<file path="src/rtl/agg_accum.sv">
// agg_accum: multi-lane saturating accumulator with rescale, activation and a
// one-entry output register. Each group of cfg_len beats yields one result per
// lane. The result register is refilled on the same cycle it is consumed.
module agg_accum #(
  parameter int CH    = 4,
  parameter int IN_W  = 12,
  parameter int ACC_W = 16,
  parameter int OUT_W = 8,
  parameter int SHIFT = 0,
  parameter int LEN_W = 8
) (
  input  logic                  clk,
  input  logic                  rst,
  input  logic [LEN_W-1:0]      cfg_len,
  input  logic [1:0]            cfg_mode,
  input  logic                  in_valid,
  output logic                  in_ready,
  input  logic [CH*IN_W-1:0]    in_data,
  output logic                  out_valid,
  input  logic                  out_ready,
  output logic [CH*OUT_W-1:0]   out_data,
  output logic [CH-1:0]         out_sign,
  output logic [CH-1:0]         out_ovf
);

  typedef enum logic {S_IDLE, S_ACCUM} state_t;

  localparam logic [1:0] MODE_RELU = 2'd1;
  localparam logic [1:0] MODE_SIGN = 2'd2;

  localparam logic signed [ACC_W-1:0] ACC_MAX = {1'b0, {(ACC_W-1){1'b1}}};
  localparam logic signed [ACC_W-1:0] ACC_MIN = {1'b1, {(ACC_W-1){1'b0}}};
  // Output range expressed at accumulator width so the compare is exact.
  localparam logic signed [ACC_W-1:0] OUT_MAX_A = {{(ACC_W-OUT_W+1){1'b0}}, {(OUT_W-1){1'b1}}};
  localparam logic signed [ACC_W-1:0] OUT_MIN_A = ~OUT_MAX_A;
  localparam logic signed [OUT_W-1:0] OUT_MAX = {1'b0, {(OUT_W-1){1'b1}}};
  localparam logic signed [OUT_W-1:0] OUT_MIN = {1'b1, {(OUT_W-1){1'b0}}};

  // Clamp a one-bit-wider sum back into the accumulator range.
  function automatic logic signed [ACC_W-1:0] sat_acc(input logic signed [ACC_W:0] s);
    if (s[ACC_W] != s[ACC_W-1]) begin
      sat_acc = s[ACC_W] ? ACC_MIN : ACC_MAX;
    end else begin
      sat_acc = s[ACC_W-1:0];
    end
  endfunction

  // Clamp a rescaled accumulator value into the output range.
  function automatic logic signed [OUT_W-1:0] sat_out(input logic signed [ACC_W-1:0] s);
    if (s > OUT_MAX_A) begin
      sat_out = OUT_MAX;
    end else if (s < OUT_MIN_A) begin
      sat_out = OUT_MIN;
    end else begin
      sat_out = s[OUT_W-1:0];
    end
  endfunction

  state_t                   state_q, state_d;
  logic [LEN_W-1:0]         cnt_q, cnt_d;
  logic [LEN_W-1:0]         len_q, len_d;
  logic [1:0]               mode_q, mode_d;
  logic signed [ACC_W-1:0]  acc_q [CH];
  logic signed [ACC_W-1:0]  acc_d [CH];
  logic [CH-1:0]            ovf_acc_q, ovf_acc_d;
  logic                     out_valid_q, out_valid_d;
  logic [CH*OUT_W-1:0]      out_data_q, out_data_d;
  logic [CH-1:0]            out_sign_q, out_sign_d;
  logic [CH-1:0]            out_ovf_q, out_ovf_d;

  logic                     first_beat;
  logic                     in_fire;
  logic                     last_beat;
  logic [LEN_W-1:0]         len_eff;
  logic [1:0]               mode_eff;
  logic signed [ACC_W-1:0]  acc_nxt [CH];
  logic [CH-1:0]            ovf_nxt;
  logic [CH*OUT_W-1:0]      res_data;
  logic [CH-1:0]            res_sign;
  logic [CH-1:0]            res_ovf;

  assign in_ready   = ~out_valid_q | out_ready;
  assign in_fire    = in_valid & in_ready;
  assign first_beat = (state_q == S_IDLE);

  // Configuration is sampled on the opening beat of a group and frozen after.
  assign len_eff   = first_beat ? ((cfg_len == '0) ? LEN_W'(1) : cfg_len) : len_q;
  assign mode_eff  = first_beat ? cfg_mode : mode_q;
  assign last_beat = ({1'b0, cnt_q} + (LEN_W+1)'(1)) == {1'b0, len_eff};

  for (genvar i = 0; i < CH; i++) begin : g_lane
    logic signed [IN_W-1:0]  lane_in;
    logic signed [ACC_W:0]   sum;
    logic                    acc_sat;
    logic signed [ACC_W-1:0] acc_new;
    logic signed [ACC_W-1:0] shifted;
    logic signed [OUT_W-1:0] q;
    logic                    out_sat;
    logic                    acc_neg;
    logic                    acc_pos;

    assign lane_in = in_data[i*IN_W +: IN_W];
    assign sum     = (ACC_W+1)'(acc_q[i]) + (ACC_W+1)'(lane_in);
    assign acc_sat = ~first_beat & (sum[ACC_W] != sum[ACC_W-1]);
    assign acc_new = first_beat ? ACC_W'(lane_in) : sat_acc(sum);
    assign ovf_nxt[i] = first_beat ? 1'b0 : (ovf_acc_q[i] | acc_sat);
    assign acc_nxt[i] = acc_new;

    assign shifted = acc_new >>> SHIFT;
    assign q       = sat_out(shifted);
    assign out_sat = (shifted > OUT_MAX_A) || (shifted < OUT_MIN_A);
    assign acc_neg = acc_new[ACC_W-1];
    assign acc_pos = ~acc_neg;

    assign res_sign[i] = acc_neg;
    assign res_data[i*OUT_W +: OUT_W] =
        (mode_eff == MODE_SIGN)                     ? OUT_W'(acc_pos) :
        ((mode_eff == MODE_RELU) && (shifted < 0))  ? '0 :
                                                      q;
    assign res_ovf[i] = (mode_eff == MODE_SIGN) ? ovf_nxt[i] : (ovf_nxt[i] | out_sat);
  end

  // Next-state: group counting, accumulator update and output register load.
  always_comb begin
    state_d     = state_q;
    cnt_d       = cnt_q;
    len_d       = len_q;
    mode_d      = mode_q;
    acc_d       = acc_q;
    ovf_acc_d   = ovf_acc_q;
    out_valid_d = out_valid_q;
    out_data_d  = out_data_q;
    out_sign_d  = out_sign_q;
    out_ovf_d   = out_ovf_q;

    if (out_valid_q && out_ready) begin
      out_valid_d = 1'b0;
    end

    if (in_fire) begin
      len_d     = len_eff;
      mode_d    = mode_eff;
      acc_d     = acc_nxt;
      ovf_acc_d = ovf_nxt;
      if (last_beat) begin
        cnt_d       = '0;
        state_d     = S_IDLE;
        out_valid_d = 1'b1;
        out_data_d  = res_data;
        out_sign_d  = res_sign;
        out_ovf_d   = res_ovf;
      end else begin
        cnt_d   = cnt_q + LEN_W'(1);
        state_d = S_ACCUM;
      end
    end
  end

  // State registers; reset drops any partial group and any held result.
  always_ff @(posedge clk) begin
    if (rst) begin
      state_q     <= S_IDLE;
      cnt_q       <= '0;
      len_q       <= LEN_W'(1);
      mode_q      <= '0;
      for (int i = 0; i < CH; i++) begin
        acc_q[i] <= '0;
      end
      ovf_acc_q   <= '0;
      out_valid_q <= 1'b0;
      out_data_q  <= '0;
      out_sign_q  <= '0;
      out_ovf_q   <= '0;
    end else begin
      state_q     <= state_d;
      cnt_q       <= cnt_d;
      len_q       <= len_d;
      mode_q      <= mode_d;
      acc_q       <= acc_d;
      ovf_acc_q   <= ovf_acc_d;
      out_valid_q <= out_valid_d;
      out_data_q  <= out_data_d;
      out_sign_q  <= out_sign_d;
      out_ovf_q   <= out_ovf_d;
    end
  end

  assign out_valid = out_valid_q;
  assign out_data  = out_data_q;
  assign out_sign  = out_sign_q;
  assign out_ovf   = out_ovf_q;

endmodule

</file>
<file path="config.mk">
export PLATFORM = sky130hd
export DESIGN_NAME = agg_accum
export DESIGN_NICKNAME = d
export VERILOG_FILES = /design/src/rtl/agg_accum.sv
export SDC_FILE = /design/constraint.sdc
export NUM_CORES = 1
export LEC_CHECK = 0
export ABC_AREA = 1
export BUFFER_PORTS_ARGS = -buffer_cell sky130_fd_sc_hd__buf_2
export CORE_UTILIZATION = 50
export DETAILED_ROUTE_END_ITERATION = 7
export PLACE_DENSITY = 0.66
export SLEW_MARGIN = 40
export SYNTH_ARGS = -nofsm -noshare
export SYNTH_HDL_FRONTEND = slang
export SYNTH_SLANG_ARGS = --single-unit
</file>
<file path="constraint.sdc">
create_clock -name clk -period 3.6 [get_ports clk]
set_input_delay 0.18 -clock clk [delete_from_list [all_inputs] [get_ports clk]]
set_output_delay 0.18 -clock clk [all_outputs]
set_load 0.02 [all_outputs]
</file>
==> flow_summary.toml, run 1 <==
[clock_tree]
clock_sinks = 128
cts-root-buf = "sky130_fd_sc_hd__clkbuf_16"
cts_max_level = 4
postCtsHoldBufs = 0
ctsLongestPathBuffers = 2
cts-resized-gates = 0
worst_skew_pair.late_latency_ns = 0.43
cts.repair_timing.setup_buffer_count = 0
clkSlewWorstSetupHoldPaths_ns = 0.06
tritoncts = "done"
numCtsBuffers = 17

[route]
route.detailed.wl_per_inst_um = 13.7
routed_wirelength_mm = 27.0
viasPerCell = 5.15
drt_iter0_drc = 506
drt_drc_violations_left = 0
detailroute.via_count = 10200
antenna_violating_nets_post_route = 0
detail_route.first_pass.iterations = 6

[synth]
synth.avg_cell_area_um2 = 6.24
async_flop_share = 0
synthesis.nets = 1746
synth_enable_flop_cells = 0
synth.lib_cells_used.distinct = 53
synth-seq-area-share = 0.254
post_synth_inst_count = 1615
ys_dominant_reg_cell = "sky130_fd_sc_hd__dfxtp_1"
yosysWarningCount = 0
synth_seq_cells = 128
synth_area_leader_cell = "sky130_fd_sc_hd__dfxtp_1"
yosysTopAreaCellShare = 0.254
ys_top_cells_by_area = "sky130_fd_sc_hd__dfxtp_1, sky130_fd_sc_hd__nand2_1, sky130_fd_sc_hd__ha_1"
mappedNetlistArea_um2 = 10100

[finish]
final_common_cell = "sky130_fd_sc_hd__nand2_1"
layout-drive-gt1-share = 0.140
fin_cells = 1977
layout.cells.most_common_list = "sky130_fd_sc_hd__nand2_1, sky130_fd_sc_hd__inv_1, sky130_fd_sc_hd__nor2_1"
final_core_utilization = 0.578
area_growth_pct = 12.5
finish.net_count = 1830
diodes = 0

[worst_setup_path]
crit_path_start = "acc_q[0]$_SDFFE_PP0P_"
cp-endpoint = "out_ovf[3]$_SDFFE_PP0P_"
criticalPathCategory = "flip-flop to flip-flop"
rr_worst_depth = 18
critical_path.startpoint_type = "flip-flop"
worst-endpoint-arrival_ns = 3.43
critPathRequiredTime_ns = 3.91
crit-reg2reg-capture = "out_ovf[3]$_SDFFE_PP0P_"
regToRegSetupSlack_ns = 0.49
path_max_fanout = 12
reg2reg_from = "acc_q[0]$_SDFFE_PP0P_"
capturing_element_type_of_the_critical_path = "flip-flop"

[placement]
place_congestion = 0.931
detailedPlacementHpwl_mm = 20.4
placed_cells = 1945
placement.setup.worst_slack_ns = 0.536
count_of_buffers_from_port_buffering = 103

[global_routing]
grt_antenna_before_repair = 0
grt_start_max_net_pins = 128
grt_pass1_vias = 9462
grt-ovfl-total = 0
grt_pass1_wl_mm = 44.8
track_usage = 0.273

[sta]
final_setup_viols = 0
fin_ws_ns = 0.485
timing.final.hold_violations = 0
slew_headroom = 0.480
period_minus_slack_ns = 3.11
unrepaired_setup_endpoints_after_global_routing = "false"
worst-slew-pin-transition_ns = 0.780
timing.hold.ws_ns = 0.0584
drv_slew = 0
timing.setup.tns_ns = 0
final_min_period_over_clock_period = 0.865
final_worst_clock_skew_ns = 0.00915
max_freq_mhz = 321

[pwr]
power_density_nw_per_um2 = 430
peakVddDrop_mv = 0.327
power.leakage_nw = 6.14

[floorplanning]
io_pins = 104
coreArea_um2 = 19600
fp-row-count = 51
fp.dieArea_um2 = 20700
die-width_um = 144
effective_utilization_at_floorplan = 0.514
die_y_um = 144

[min_path]
min_path_type = "primary input to flip-flop"
timing.hold.worst.start = "out_ready"

[job]
drv_cap = 0

[outcome]
outcome = "finished, final reports clean"
==> cells by family after synthesis <==
family,synth area share
simple gates,0.348
mux,0.000994
buf+inv,0.0993
flops,0.254
xor+xnor,0.0400
fa+ha+maj,0.0887
compound gates,0.169
==> layout make-up <==
type                       instances  area, um^2
clock inverter                    15         134
timing repair buffer             111         588
sequential                       128        2560
clock buffer                      17         425
multi-input combinational       1235        6510
inverter                         206         779
fill                            2003        8260
tap                              265         332
==> sequential cells by signal, indices dropped and copies added (netlist names), 2 cells and up <==
name	flops
acc_q	64
out_ovf	4
out_data	32
mode_q	2
out_sign	4
len_q	8
cnt_q	8
ovf_acc_q	4
==> worst max-delay path: stages, from the launching register on <==
cell and delay (ns):
sky130_fd_sc_hd__dfxtp_1 0.31, sky130_fd_sc_hd__ha_1 0.20, sky130_fd_sc_hd__fa_1 0.40, sky130_fd_sc_hd__nand2_1 0.11
sky130_fd_sc_hd__nand3_1 0.09, sky130_fd_sc_hd__nand3_1 0.10, sky130_fd_sc_hd__nand2_2 0.09, sky130_fd_sc_hd__nand2_1 0.09
sky130_fd_sc_hd__nand2_1 0.05, sky130_fd_sc_hd__nand2_1 0.07, sky130_fd_sc_hd__nand2_2 0.08, sky130_fd_sc_hd__nand2_2 0.24
sky130_fd_sc_hd__nand2_1 0.08, sky130_fd_sc_hd__a21boi_0 0.37, sky130_fd_sc_hd__nand2_1 0.21, sky130_fd_sc_hd__o21ai_4 0.28
sky130_fd_sc_hd__nand2_1 0.08, sky130_fd_sc_hd__nand2_1 0.07, sky130_fd_sc_hd__a21oi_1 0.07
==> power by group <==
group | total (mW) | leakage [nW] | switching [mW] | internal (mW)
Sequential | 1.56 | 1.05 | 0.0578 | 1.50
Combinational | 1.64 | 4.82 | 1.07 | 0.568
Clock | 1.67 | 0.270 | 0.720 | 0.955
Total | 4.87 | 6.14 | 1.85 | 3.03
==> cells in the mapped netlist (all sizes together) (2+ instances only) <==
master,number
dfxtp,128
a21oi,124
nor2,145
nand4,11
and2,5
xor2,29
clkbuf,31
nor3,11
clkinv,2
o21ai,141
xnor2,17
o21bai,6
a21o,4
buf,15
nand3b,6
a211oi,4
o221ai,5
nand2,543
fa,4
nand3,73
nor4,2
ha,65
or2,13
inv,204
o22ai,3
o211ai,15
a31oi,3
==> worst min path at each step <==
stage | cells after the start | to | slack, ns
final | 4 | out_valid$_SDFF_PP0_ | 0.06
after global routing | 3 | len_q[7]$_SDFFE_PP0P_ | 0.07
after CTS | 4 | out_valid$_SDFF_PP0_ | 0.05
after detailed placement | 2 | out_data[30]$_SDFFE_PP0P_ | 0.43
after global placement | 2 | out_data[19]$_SDFFE_PP0P_ | 0.44
after floorplan | 3 | out_data[25]$_SDFFE_PP0P_ | 0.35
==> metal layers <==
metal | track usage | vias to the layer above | wire length, um | part of all wire
met3 | 0.0503 | 36 | 1210 | 0.045
met4 | 0.0812 | 0 | 552 | 0.020
met5 | 0 | - | 0 | 0
li1 | - | 5374 | - | -
met2 | 0.454 | 203 | 12200 | 0.45
met1 | 0.358 | 4564 | 13000 | 0.48
==> through the flow <==
| step | cell area [um^2] | total power [mW] |
|---|---|---|
| finish | 11300 | 4.87 |
| global route | 11300 | 5.20 |
| CTS | 11300 | 4.90 |
| detailed placement | 10800 | 3.21 |
| global placement | 10800 | 3.21 |
| floorplan | 10100 | 2.85 |
No activity file was read; power rests on OpenSTA's default activity.
==> run 2, diff against run 1 <==
==> constraint.sdc (replaced) <==
create_clock -name clk -period 3.6 [get_ports clk]
set_input_delay 0.72 -clock clk [delete_from_list [all_inputs] [get_ports clk]]
set_output_delay 0.72 -clock clk [all_outputs]
set_load 0.02 [all_outputs]
==> run 2 against run 1 <==
Sequential cell count unchanged; register-to-register slack improved by 0.04 ns; combinational power barely moved; cell area is 0.78% higher; die area did not move; final cell count increased by 0.35%; clock-buffer cell count grew 3; utilization grew 0.45 points; global-route usage hardly changed; critical endpoint is now out_data[1]$_SDFFE_PP0P_.
==> flow_summary.toml, run 2 (synthesized netlist as in run 1, its figures left out) <==
[clock_tree]
clock_sinks = 128
clkSlewWorstSetupHoldPaths_ns = 0.06
worst_skew_pair.late_latency_ns = 0.43
cts-root-buf = "sky130_fd_sc_hd__clkbuf_16"
numCtsBuffers = 17
tritoncts = "done"
ctsLongestPathBuffers = 2
cts_max_level = 4
postCtsHoldBufs = 0
cts.repair_timing.setup_buffer_count = 0
cts-resized-gates = 0

[finish]
final_common_cell = "sky130_fd_sc_hd__nand2_1"
layout-drive-gt1-share = 0.142
layout.cells.most_common_list = "sky130_fd_sc_hd__nand2_1, sky130_fd_sc_hd__inv_1, sky130_fd_sc_hd__nor2_1"
fin_cells = 1984
final_cell_area_um2 = 11400
registers.top_by_ff_count = "acc_q"
flip_flop_count_of_the_largest_register_all_copies_and_words_added = 64
area_growth_pct = 13.4
multiInputGateArea_um2 = 6510
final_core_utilization = 0.583
diodes = 0
fillCellCount = 1991
finish.net_count = 1837
regArea_um2 = 2560

[global_routing]
grt_pass1_vias = 9547
grt_start_max_net_pins = 45
grt-ovfl-total = 0
track_usage = 0.273
grt_pass1_wl_mm = 45.0
grt_antenna_before_repair = 0

[sta]
drv_slew = 0
unrepaired_setup_endpoints_after_global_routing = "false"
final_worst_clock_skew_ns = 0.0147
timing.final.hold_violations = 0
final_min_period_over_clock_period = 0.877
max_freq_mhz = 317
timing.setup.tns_ns = 0
timing.hold.ws_ns = 0.453
fin_ws_ns = 0.444
final_setup_viols = 0
slew_headroom = 0.488
period_minus_slack_ns = 3.16
worst-slew-pin-transition_ns = 0.768

[route]
drt_iter0_drc = 627
drt_drc_violations_left = 0
viasPerCell = 5.18
detail_route.first_pass.iterations = 5
detailroute.via_count = 10300
route.detailed.wl_per_inst_um = 13.8
routed_wirelength_mm = 27.3
antenna_violating_nets_post_route = 0

[worst_setup_path]
path_max_fanout = 5
capturing_element_type_of_the_critical_path = "flip-flop"
criticalPathCategory = "primary input to flip-flop"
rr_worst_depth = 21
critical_path.startpoint_type = "primary input"
critPathRequiredTime_ns = 3.95
worst-endpoint-arrival_ns = 3.51

[floorplanning]
fp-row-count = 51
coreArea_um2 = 19600
die-width_um = 144
effective_utilization_at_floorplan = 0.514
io_pins = 104
die_y_um = 144
fp.dieArea_um2 = 20700

[pwr]
p_clk_frac = 0.357
peakVddDrop_mv = 0.333
power.switching_mw = 1.82
power.combinational.fraction = 0.331
p_int_mw = 3.19
power.leakage_nw = 6.19
seqPwrFrac = 0.311
finalPower_mw = 5.01
power_density_nw_per_um2 = 439
power.share.switching = 0.363

[placement]
placed_cells = 1952
detailedPlacementHpwl_mm = 21.0
count_of_buffers_from_port_buffering = 103
placement.setup.worst_slack_ns = 0.0328
post_dp_cell_area_um2 = 10800
place_congestion = 0.935

[min_path]
whs_path_depth = 2
min_path_type = "flip-flop to flip-flop"

[job]
drv_cap = 0

[outcome]
outcome = "finished, final reports clean"
[run 2: cell count changes in the layout (fill, tap and decap cells not counted), sizes merged]
cell	previous run	this run
clkinv	9	8
bufinv	1	3
buf	111	118
inv	208	204
clkbuf	17	20
[run 2: critical path, cell delays in order]
cell and delay, ns:
sky130_fd_sc_hd__buf_2 0.11, sky130_fd_sc_hd__ha_1 0.16, sky130_fd_sc_hd__inv_1 0.05, sky130_fd_sc_hd__fa_1 0.39, sky130_fd_sc_hd__nand3b_1 0.17, sky130_fd_sc_hd__nand2_1 0.12
sky130_fd_sc_hd__nand2_1 0.08, sky130_fd_sc_hd__nand2_2 0.10, sky130_fd_sc_hd__nand2_1 0.09, sky130_fd_sc_hd__nand2_1 0.09, sky130_fd_sc_hd__nand2_1 0.05, sky130_fd_sc_hd__nand2_1 0.12
sky130_fd_sc_hd__nand2_1 0.18, sky130_fd_sc_hd__nand2_1 0.12, sky130_fd_sc_hd__nand2_1 0.05, sky130_fd_sc_hd__nand2_1 0.12, sky130_fd_sc_hd__nand3_1 0.09, sky130_fd_sc_hd__nor2_1 0.10
sky130_fd_sc_hd__nand3b_1 0.13, sky130_fd_sc_hd__nand2_1 0.16, sky130_fd_sc_hd__nand3_2 0.15, sky130_fd_sc_hd__o21ai_1 0.15
[run 2: cell type report]
cell class,count,share of cell area
Clock buffer,20,0.0391
Sequential cell,128,0.224
Multi-Input combinational cell,1235,0.570
Tap cell,265,0.0290
Timing Repair Buffer,118,0.0550
Inverter,206,0.0683
Clock inverter,12,0.0141
[run 2: worst paths after layout]
check,from,to,slack [ns]
worst min-delay path,out_data[18]$_SDFFE_PP0P_,out_data[18]$_SDFFE_PP0P_,0.45
worst max-delay path,in_data[0],out_data[1]$_SDFFE_PP0P_,0.44
worst max register to register,acc_q[48]$_SDFFE_PP0P_,out_data[1]$_SDFFE_PP0P_,0.53
worst min register to register,out_data[18]$_SDFFE_PP0P_,out_data[18]$_SDFFE_PP0P_,0.45
[run 2: power by group through the flow]
stage / logic, mW / registers [mW] / clock network, mW
finish: 1.66 / 1.56 / 1.79
global route: 1.88 / 1.57 / 1.87
CTS: 1.65 / 1.56 / 1.81
detailed placement: 1.64 / 1.59 / 0
global placement: 1.64 / 1.59 / 0
floorplan: 1.28 / 1.57 / 0
[run 2: metal layers]
| layer | vias up | global-route usage | routed length [um] |
|---|---|---|---|
| met3 | 41 | 0.0387 | 1240 |
| li1 | 5388 | - | - |
| met4 | 0 | 0.0918 | 603 |
| met2 | 261 | 0.450 | 12400 |
| met1 | 4594 | 0.362 | 13100 |
| met5 | - | 0 | 0 |
